===== src/rtl/ins_fetch.sv =====
// ins_fetch -- instruction fetch unit feeding the decode stage.
//
// Fetches 32-bit instructions one byte at a time from a byte-wide memory
// port, assembles them little-endian and queues them with their PC in a
// FIFO. Decode pops the FIFO head. A redirect flushes the FIFO and restarts
// fetching at the redirect target.
//
// Ports:
//   clk_in    - clock, rising edge active
//   rst_in    - synchronous active-low reset
//   mem_req   - byte read request to the memory arbiter
//   mem_gnt   - arbiter grant, only looked at while idle
//   mem_a     - byte address presented this cycle
//   mem_din   - read data for the address accepted in the previous cycle
//   jump_en   - redirect strobe
//   jump_pc   - redirect target PC
//   ins_valid - FIFO head is valid
//   ins       - head instruction word
//   ins_pc    - PC of the head instruction
//   ins_take  - pop the FIFO head this cycle
module ins_fetch #(
  parameter int          DEPTH    = 16,
  parameter logic [31:0] RESET_PC = 32'h0
) (
  input  logic        clk_in,
  input  logic        rst_in,
  output logic        mem_req,
  input  logic        mem_gnt,
  output logic [31:0] mem_a,
  input  logic [7:0]  mem_din,
  input  logic        jump_en,
  input  logic [31:0] jump_pc,
  output logic        ins_valid,
  output logic [31:0] ins,
  output logic [31:0] ins_pc,
  input  logic        ins_take
);

  localparam int PW = (DEPTH > 1) ? $clog2(DEPTH) : 1;
  localparam int CW = PW + 1;

  typedef enum logic [1:0] {
    IDLE,
    FETCH,
    DRAIN
  } state_t;

  state_t        state_q, state_d;
  logic [31:0]   fpc_q, fpc_d;
  logic [1:0]    k_q, k_d;
  logic [23:0]   stage_q, stage_d;
  logic [PW-1:0] wr_ptr_q, wr_ptr_d;
  logic [PW-1:0] rd_ptr_q, rd_ptr_d;
  logic [CW-1:0] count_q, count_d;

  logic [31:0]   fifo_pc_q  [DEPTH];
  logic [31:0]   fifo_ins_q [DEPTH];

  logic          push;
  logic          pop;
  logic          req_int;
  logic [31:0]   addr_int;

  // Fetch sequencer, FIFO bookkeeping and redirect handling.
  always_comb begin
    state_d  = state_q;
    fpc_d    = fpc_q;
    k_d      = k_q;
    stage_d  = stage_q;
    wr_ptr_d = wr_ptr_q;
    rd_ptr_d = rd_ptr_q;
    count_d  = count_q;
    push     = 1'b0;
    req_int  = 1'b0;
    addr_int = fpc_q;

    unique case (state_q)
      IDLE: begin
        // A fetch starts only with room in the FIFO, so the later push
        // can never overflow even if nothing is popped meanwhile.
        req_int = (count_q < CW'(DEPTH)) && !jump_en;
        if (req_int && mem_gnt) begin
          state_d = FETCH;
          k_d     = 2'd1;
        end
      end
      FETCH: begin
        req_int  = 1'b1;
        addr_int = fpc_q + {30'd0, k_q};
        // mem_din carries the byte requested one cycle earlier (k-1).
        unique case (k_q)
          2'd1:    stage_d[7:0]   = mem_din;
          2'd2:    stage_d[15:8]  = mem_din;
          2'd3:    stage_d[23:16] = mem_din;
          default: stage_d        = stage_q;
        endcase
        k_d = k_q + 2'd1;
        if (k_q == 2'd3) begin
          state_d = DRAIN;
          k_d     = 2'd0;
        end
      end
      DRAIN: begin
        push    = 1'b1;
        fpc_d   = fpc_q + 32'd4;
        state_d = IDLE;
      end
      default: begin
        state_d = IDLE;
      end
    endcase

    pop = ins_take && (count_q != '0);

    if (push) begin
      wr_ptr_d = wr_ptr_q + PW'(1);
    end
    if (pop) begin
      rd_ptr_d = rd_ptr_q + PW'(1);
    end

    unique case ({push, pop})
      2'b10:   count_d = count_q + CW'(1);
      2'b01:   count_d = count_q - CW'(1);
      default: count_d = count_q;
    endcase

    // Redirect wins over any push or pop in the same cycle.
    if (jump_en) begin
      count_d  = '0;
      wr_ptr_d = '0;
      rd_ptr_d = '0;
      fpc_d    = jump_pc;
      state_d  = IDLE;
      k_d      = 2'd0;
    end
  end

  // Control state registers.
  always_ff @(posedge clk_in) begin
    if (!rst_in) begin
      state_q  <= IDLE;
      fpc_q    <= RESET_PC;
      k_q      <= 2'd0;
      stage_q  <= '0;
      wr_ptr_q <= '0;
      rd_ptr_q <= '0;
      count_q  <= '0;
    end else begin
      state_q  <= state_d;
      fpc_q    <= fpc_d;
      k_q      <= k_d;
      stage_q  <= stage_d;
      wr_ptr_q <= wr_ptr_d;
      rd_ptr_q <= rd_ptr_d;
      count_q  <= count_d;
    end
  end

  // FIFO storage needs no reset: entries are only visible through count.
  // A write during a redirect lands in a slot that is then logically empty.
  always_ff @(posedge clk_in) begin
    if (rst_in && push) begin
      fifo_pc_q[wr_ptr_q]  <= fpc_q;
      fifo_ins_q[wr_ptr_q] <= {mem_din, stage_q};
    end
  end

  // Outputs are forced quiet while reset is held.
  always_comb begin
    mem_req   = rst_in && req_int;
    mem_a     = rst_in ? addr_int : 32'd0;
    ins_valid = rst_in && (count_q != '0);
    ins       = rst_in ? fifo_ins_q[rd_ptr_q] : 32'd0;
    ins_pc    = rst_in ? fifo_pc_q[rd_ptr_q] : 32'd0;
  end

endmodule


===== config.mk =====
export PLATFORM = sky130hd
export DESIGN_NAME = ins_fetch
export DESIGN_NICKNAME = d
export VERILOG_FILES = /design/src/rtl/ins_fetch.sv
export SDC_FILE = /design/constraint.sdc
export NUM_CORES = 1
export LEC_CHECK = 0
export CORE_MARGIN = 1
export CORE_UTILIZATION = 25
export CTS_CLUSTER_DIAMETER = 40
export DETAILED_ROUTE_END_ITERATION = 10
export HOLD_SLACK_MARGIN = 0.1
export PLACE_DENSITY = 0.4
export SKIP_LAST_GASP = 1
export SLEW_MARGIN = 10
export SYNTH_ARGS = -nofsm -noshare
export SYNTH_HDL_FRONTEND = slang
export SYNTH_SLANG_ARGS = --single-unit

===== constraint.sdc =====
create_clock -name clk_in -period 6.7 [get_ports clk_in]
set_input_delay 1.675 -clock clk_in [delete_from_list [all_inputs] [get_ports clk_in]]
set_output_delay 1.675 -clock clk_in [all_outputs]
set_load 0.02 [all_outputs]

After elaboration in Yosys (flattened, before gate mapping)
Memories as Yosys holds them, arrays and structs flattened. A register that Yosys moved wholly into a read port is not among the register bits.
Cells that the tools add are included.
Storage, ports and cells
  register bits: 73
  memory bits (writable): 1024
  input bits: 45
  output and inout bits: 98
  memories kept: 2
Memories
  fifo_ins_q: words 16, bits a word 32, read ports 1, clocked after Yosys merged registers in 1, wr ports 1, RTL line 57  | logic [31:0] fifo_ins_q [DEPTH];
  fifo_pc_q: words 16, bits a word 32, read ports 1, clocked after Yosys merged registers in 1, wr ports 1, RTL line 56  | logic [31:0] fifo_pc_q [DEPTH];
Cells by class
  add/sub/neg operators: 7
  order comparisons: 1
  equal/unequal tests: 9
  multiplexer cells: 20
  bitwise logic cells: 1
  reduce and logical (&&, ||, !) cells: 18
Operators with widths (count)
  $mux 32: 6
  $add 32x2->32: 1
  $add 32x3->32 const B: 1
  $mux 4: 4
  $pmux 5 s2: 1
  $reduce_and 2->1: 5
  $add 4x1->4 const B: 2
  $eq 2x2->1 const B: 4
  $pmux 2 s2: 2
  $eq 2x1->1 const B: 3
  $logic_and 1x1->1: 6
  $mux 2: 3
  $reduce_bool 2->1: 3
  $add 5x1->5 const B: 1
  $lt 5x5->1 const B: 1
  $reduce_bool 5->1: 1
  $sub 5x1->5 const B: 1
  $ne 2x2->1 const B: 2
  $mux 1: 3
  $add 2x1->2 const B: 1
  $logic_not 2->1: 1
  $pmux 1 s2: 1
  $reduce_or 2->1: 1
  $logic_not 1->1: 1
  $not 1->1: 1

Logic depth before layout (Yosys ltp)
  depth in word-level cells: 5
  depth in mapped cells: 12
  gate-level depth less buffers: 10

Least setup slack after synthesis
Ideal clock, no wire load.
  path type: input to register
  from: input port rst_in
  to: memory fifo_ins_q[0][0] (enable)
  arrival: 5.039 ns
  required time: 6.214 ns
  slack: 1.175 ns
  cell stages on the path: 3
  cell sequence: clkbuf_1 -> or3b_2 -> nor2_1
On the way
  word-level cells in the longest chain between the ends: 3
RTL lines
  start: declaration: RTL line 26  | input logic rst_in,
  $logic_and 1x1->1: RTL line 163  | if (rst_in && push) begin
  $mux 1: RTL line 163
  $mux 1 (implied by the code): RTL line 165  | fifo_ins_q[wr_ptr_q] <= {mem_din, stage_q};
  end: declaration: RTL line 57
Every way passes these cells.

Worst setup path in the final report
  from: register fpc_q[5]
  to: output port mem_a[31]
On the way
  word-level cells in the longest chain between the ends: 3
RTL lines
  start: declaration: RTL line 49  | logic [31:0] fpc_q, fpc_d;
  start signal: assignment: RTL line 151  | fpc_q <= fpc_d;
  $add 32x2->32: RTL line 89  | addr_int = fpc_q + {30'd0, k_q};
  $mux 32: RTL line 77  | unique case (state_q)
  $mux 32: RTL line 172  | mem_a = rst_in ? addr_int : 32'd0;
  end: declaration: RTL line 29  | output logic [31:0] mem_a,
Every way passes these cells.

==> flow_summary.toml <==
[clocking]
clockBufferDepth = 3
clk_pin_slew_ns = 0.05
cts_sinks = 1101
h-tree-depth = 4
cts_tree = "done"
clk_latency_ns = 0.79
root_buffer = "clkbuf_16"
hold_buffers = 0
cts_resized = 0
numCtsBuffers = 164
postCtsSetupRepairBufs = 0

[layout]
synthToLayoutAreaGrowth_pct = 23.82
final_util_pct = 31.28
drive_gt1_share_pct = 27.98
layout.cells.non_filler = 4796
nets = 2407

[run_status]
status = "complete, no violations"

[sta]
timing.fmax_mhz = 164.2
period_needed_ns = 6.092
setup_slack_ns = 0.6084
rsz0062_at_grt = "false"
fin_crit_sh_pct = 90.92
hold_viol_final = 0
timing.slew.headroom_pct = 23.68
setup_viol = 0
worst_slew_pin_slew_ns = 1.144
fin_tns_setup_ns = 0
drv_slew = 0
finClkSkew_ns = 0.03275

[die]
die_h_um = 419.0
die_area_sq_um = 175600
floorplan.initialDensity_pct = 25.26
io_pins = 143
rows = 152
fp.dieW_um = 419.0
core_area_sq_um = 172100

[worst_setup_path]
path_buf_inv = 1
worstPathMaxFanout = 22
cp_slowest_cell = "and4b_1"
arrival_ns = 4.42
slowest_delay_ns = 0.98
cp-start-kind = "flip-flop"
cp_top_family = "simple AND/OR/NAND/NOR gates"
crit_type = "flip-flop to output pin"
cp_cell_sequence = "and4_1 > and4b_1 > nand4_1 > xnor2_1 > and2_1 > clkdlybuf4s50_1"
end_kind = "output pin"
worst_ep_required_time_ns = 5.03

[placement]
dp_hpwl_um = 71290
place.gp.congestion = 0.7172
pre_cts_slack_ns = 1.307
io_buffer_count = 142
placedCellCount = 4492

[logic_synthesis]
syn_avg_cell_area_sq_um = 20.98
synth_most_common_cell = "edfxtp_1"
synth_seq_area_share_pct = 74.28
ys_async_sr_fraction_pct = 0
synth_edf_count = 1024
synth_nets = 2131
yosysUniqueCellTypes = 50
ys_warn_count = 0
syn_inst = 2072
yosysTopAreaCellShare_pct = 70.73
synthTopCellsByArea = "edfxtp_1, mux4_2, dfxtp_1"
synth_ff_type = "edfxtp_1"
synth.cell_area_sq_um = 43470
netlist_top_cells_count = "edfxtp_1, mux4_2, and2_1"
yosys_register_bits = 1101
netlist.top_cell.by_area = "edfxtp_1"

[route]
wl_per_cell_um = 26.25
vias_per_cell = 4.473
wl_um = 125900
drtAntennaViolNets = 0
drtPass1Iterations = 7
vias = 21450
drt_iter0_drc = 1703
drc = 0

[power]
power_leakage_nw = 16.45
cellPowerDensity_nw_per_um2 = 307.0
max-vdd-ir-drop_v = 0.0002693

[global_routing]
overflow = 0
grt_first_pass_wirelength_um = 177600
grt_pass1_vias = 23140
grt_start_max_net_pins = 71
antenna_found_initial = 4
track_usage_pct = 14.47

[min_path]
hold_path.class = "flip-flop to flip-flop"

[flow_run]
cap_violations = 0
## power by group
group	total (mW)	switching [mW]	internal, mW
clock	8.72	3.20	5.53
combinational	0.267	0.167	0.0997
sequential	7.54	0.0386	7.50
total	16.5	3.40	13.1
## state kept, by name (all words and copies together), names as in the netlist, named ones only
register    count
k_q             2
stage_q        24
fpc_q          32
state_q         2
fifo_pc_q     512
count_q         5
fifo_ins_q    512
rd_ptr_q        4
wr_ptr_q        4
## area by class of cell
class / instances / area [sq um]
diodes: 2 / 5.005
clock buffers: 198 / 4323
clock inverters: 104 / 1343
fillers: 16580 / 118300
inverters: 10 / 37.54
multi-input cells: 843 / 10600
flip-flops and latches: 1101 / 32310
well taps: 2310 / 2890
repair buffers: 228 / 2326
## layout by cell type (no fill, tap or decap), types with 13 or more instances in the layout
| master | n |
|---|---|
| xnor2_1 | 35 |
| clkbuf_1 | 26 |
| nand3_1 | 47 |
| clkinv_1 | 15 |
| a21oi_1 | 25 |
| clkinv_2 | 20 |
| clkbuf_16 | 165 |
| buf_12 | 21 |
| clkinvlp_4 | 15 |
| mux4_2 | 314 |
| nand4_1 | 25 |
| xor2_1 | 33 |
| nand2_1 | 71 |
| edfxtp_1 | 1024 |
| o21ai_0 | 30 |
| nor2_1 | 32 |
| a21boi_0 | 27 |
| bufinv_16 | 23 |
| and2_1 | 102 |
| dfxtp_1 | 73 |
| buf_4 | 65 |
| nor2_4 | 16 |
| clkdlybuf4s50_1 | 140 |
| ha_1 | 13 |
## tightest hold or removal path, delay by kind of cell, from the launching register on
family / cells / cell delay (ns)
flip-flops: 1 / 0.31
XOR/XNOR: 1 / 0.08
AND/OR/NAND/NOR: 1 / 0.07
## through the flow
stage	hold WS (ns)	area [sq um]	power (mW)
6_report	0.5039	53830	16.53
5_1_grt	0.5157	53830	17.03
4_1_cts	0.5072	53830	16.75
3_5_place_dp	0.4896	48160	7.948
3_3_place_gp	0.4923	48160	7.940
2_1_floorplan	0.4597	43470	7.774
## cells by family after synthesis
| logic type | Yosys count | share of synthesized area (%) |
|---|---|---|
| and+or+nand+nor | 339 | 4.173 |
| xor gates and xnor gates | 68 | 1.370 |
| DFF | 1101 | 74.28 |
| AOI/OAI and AO/OA | 97 | 1.384 |
| adders and majority gates | 14 | 0.4202 |
| muxes | 325 | 16.74 |
| buffers and inverters | 128 | 1.632 |
## path summary, 6_finish.rpt
check	startpoint	end	slack [ns]	depth (start not counted)
max reg2reg	fpc_q[13]	fpc_q[30]	3.29	5
min	rd_ptr_q[3]	flip-flop	0.50	2
min reg2reg	rd_ptr_q[3]	flip-flop	0.50	2
max	fpc_q[5]	mem_a[31]	0.61	6
## per-layer routing
metal / global-route usage (%) / wire length, um
met5: 0 / 0
met1: 17.60 / 51580
met4: 4.011 / 2745
met2: 25.87 / 66810
met3: 2.808 / 4772
Power figures use the tool's default switching activity.
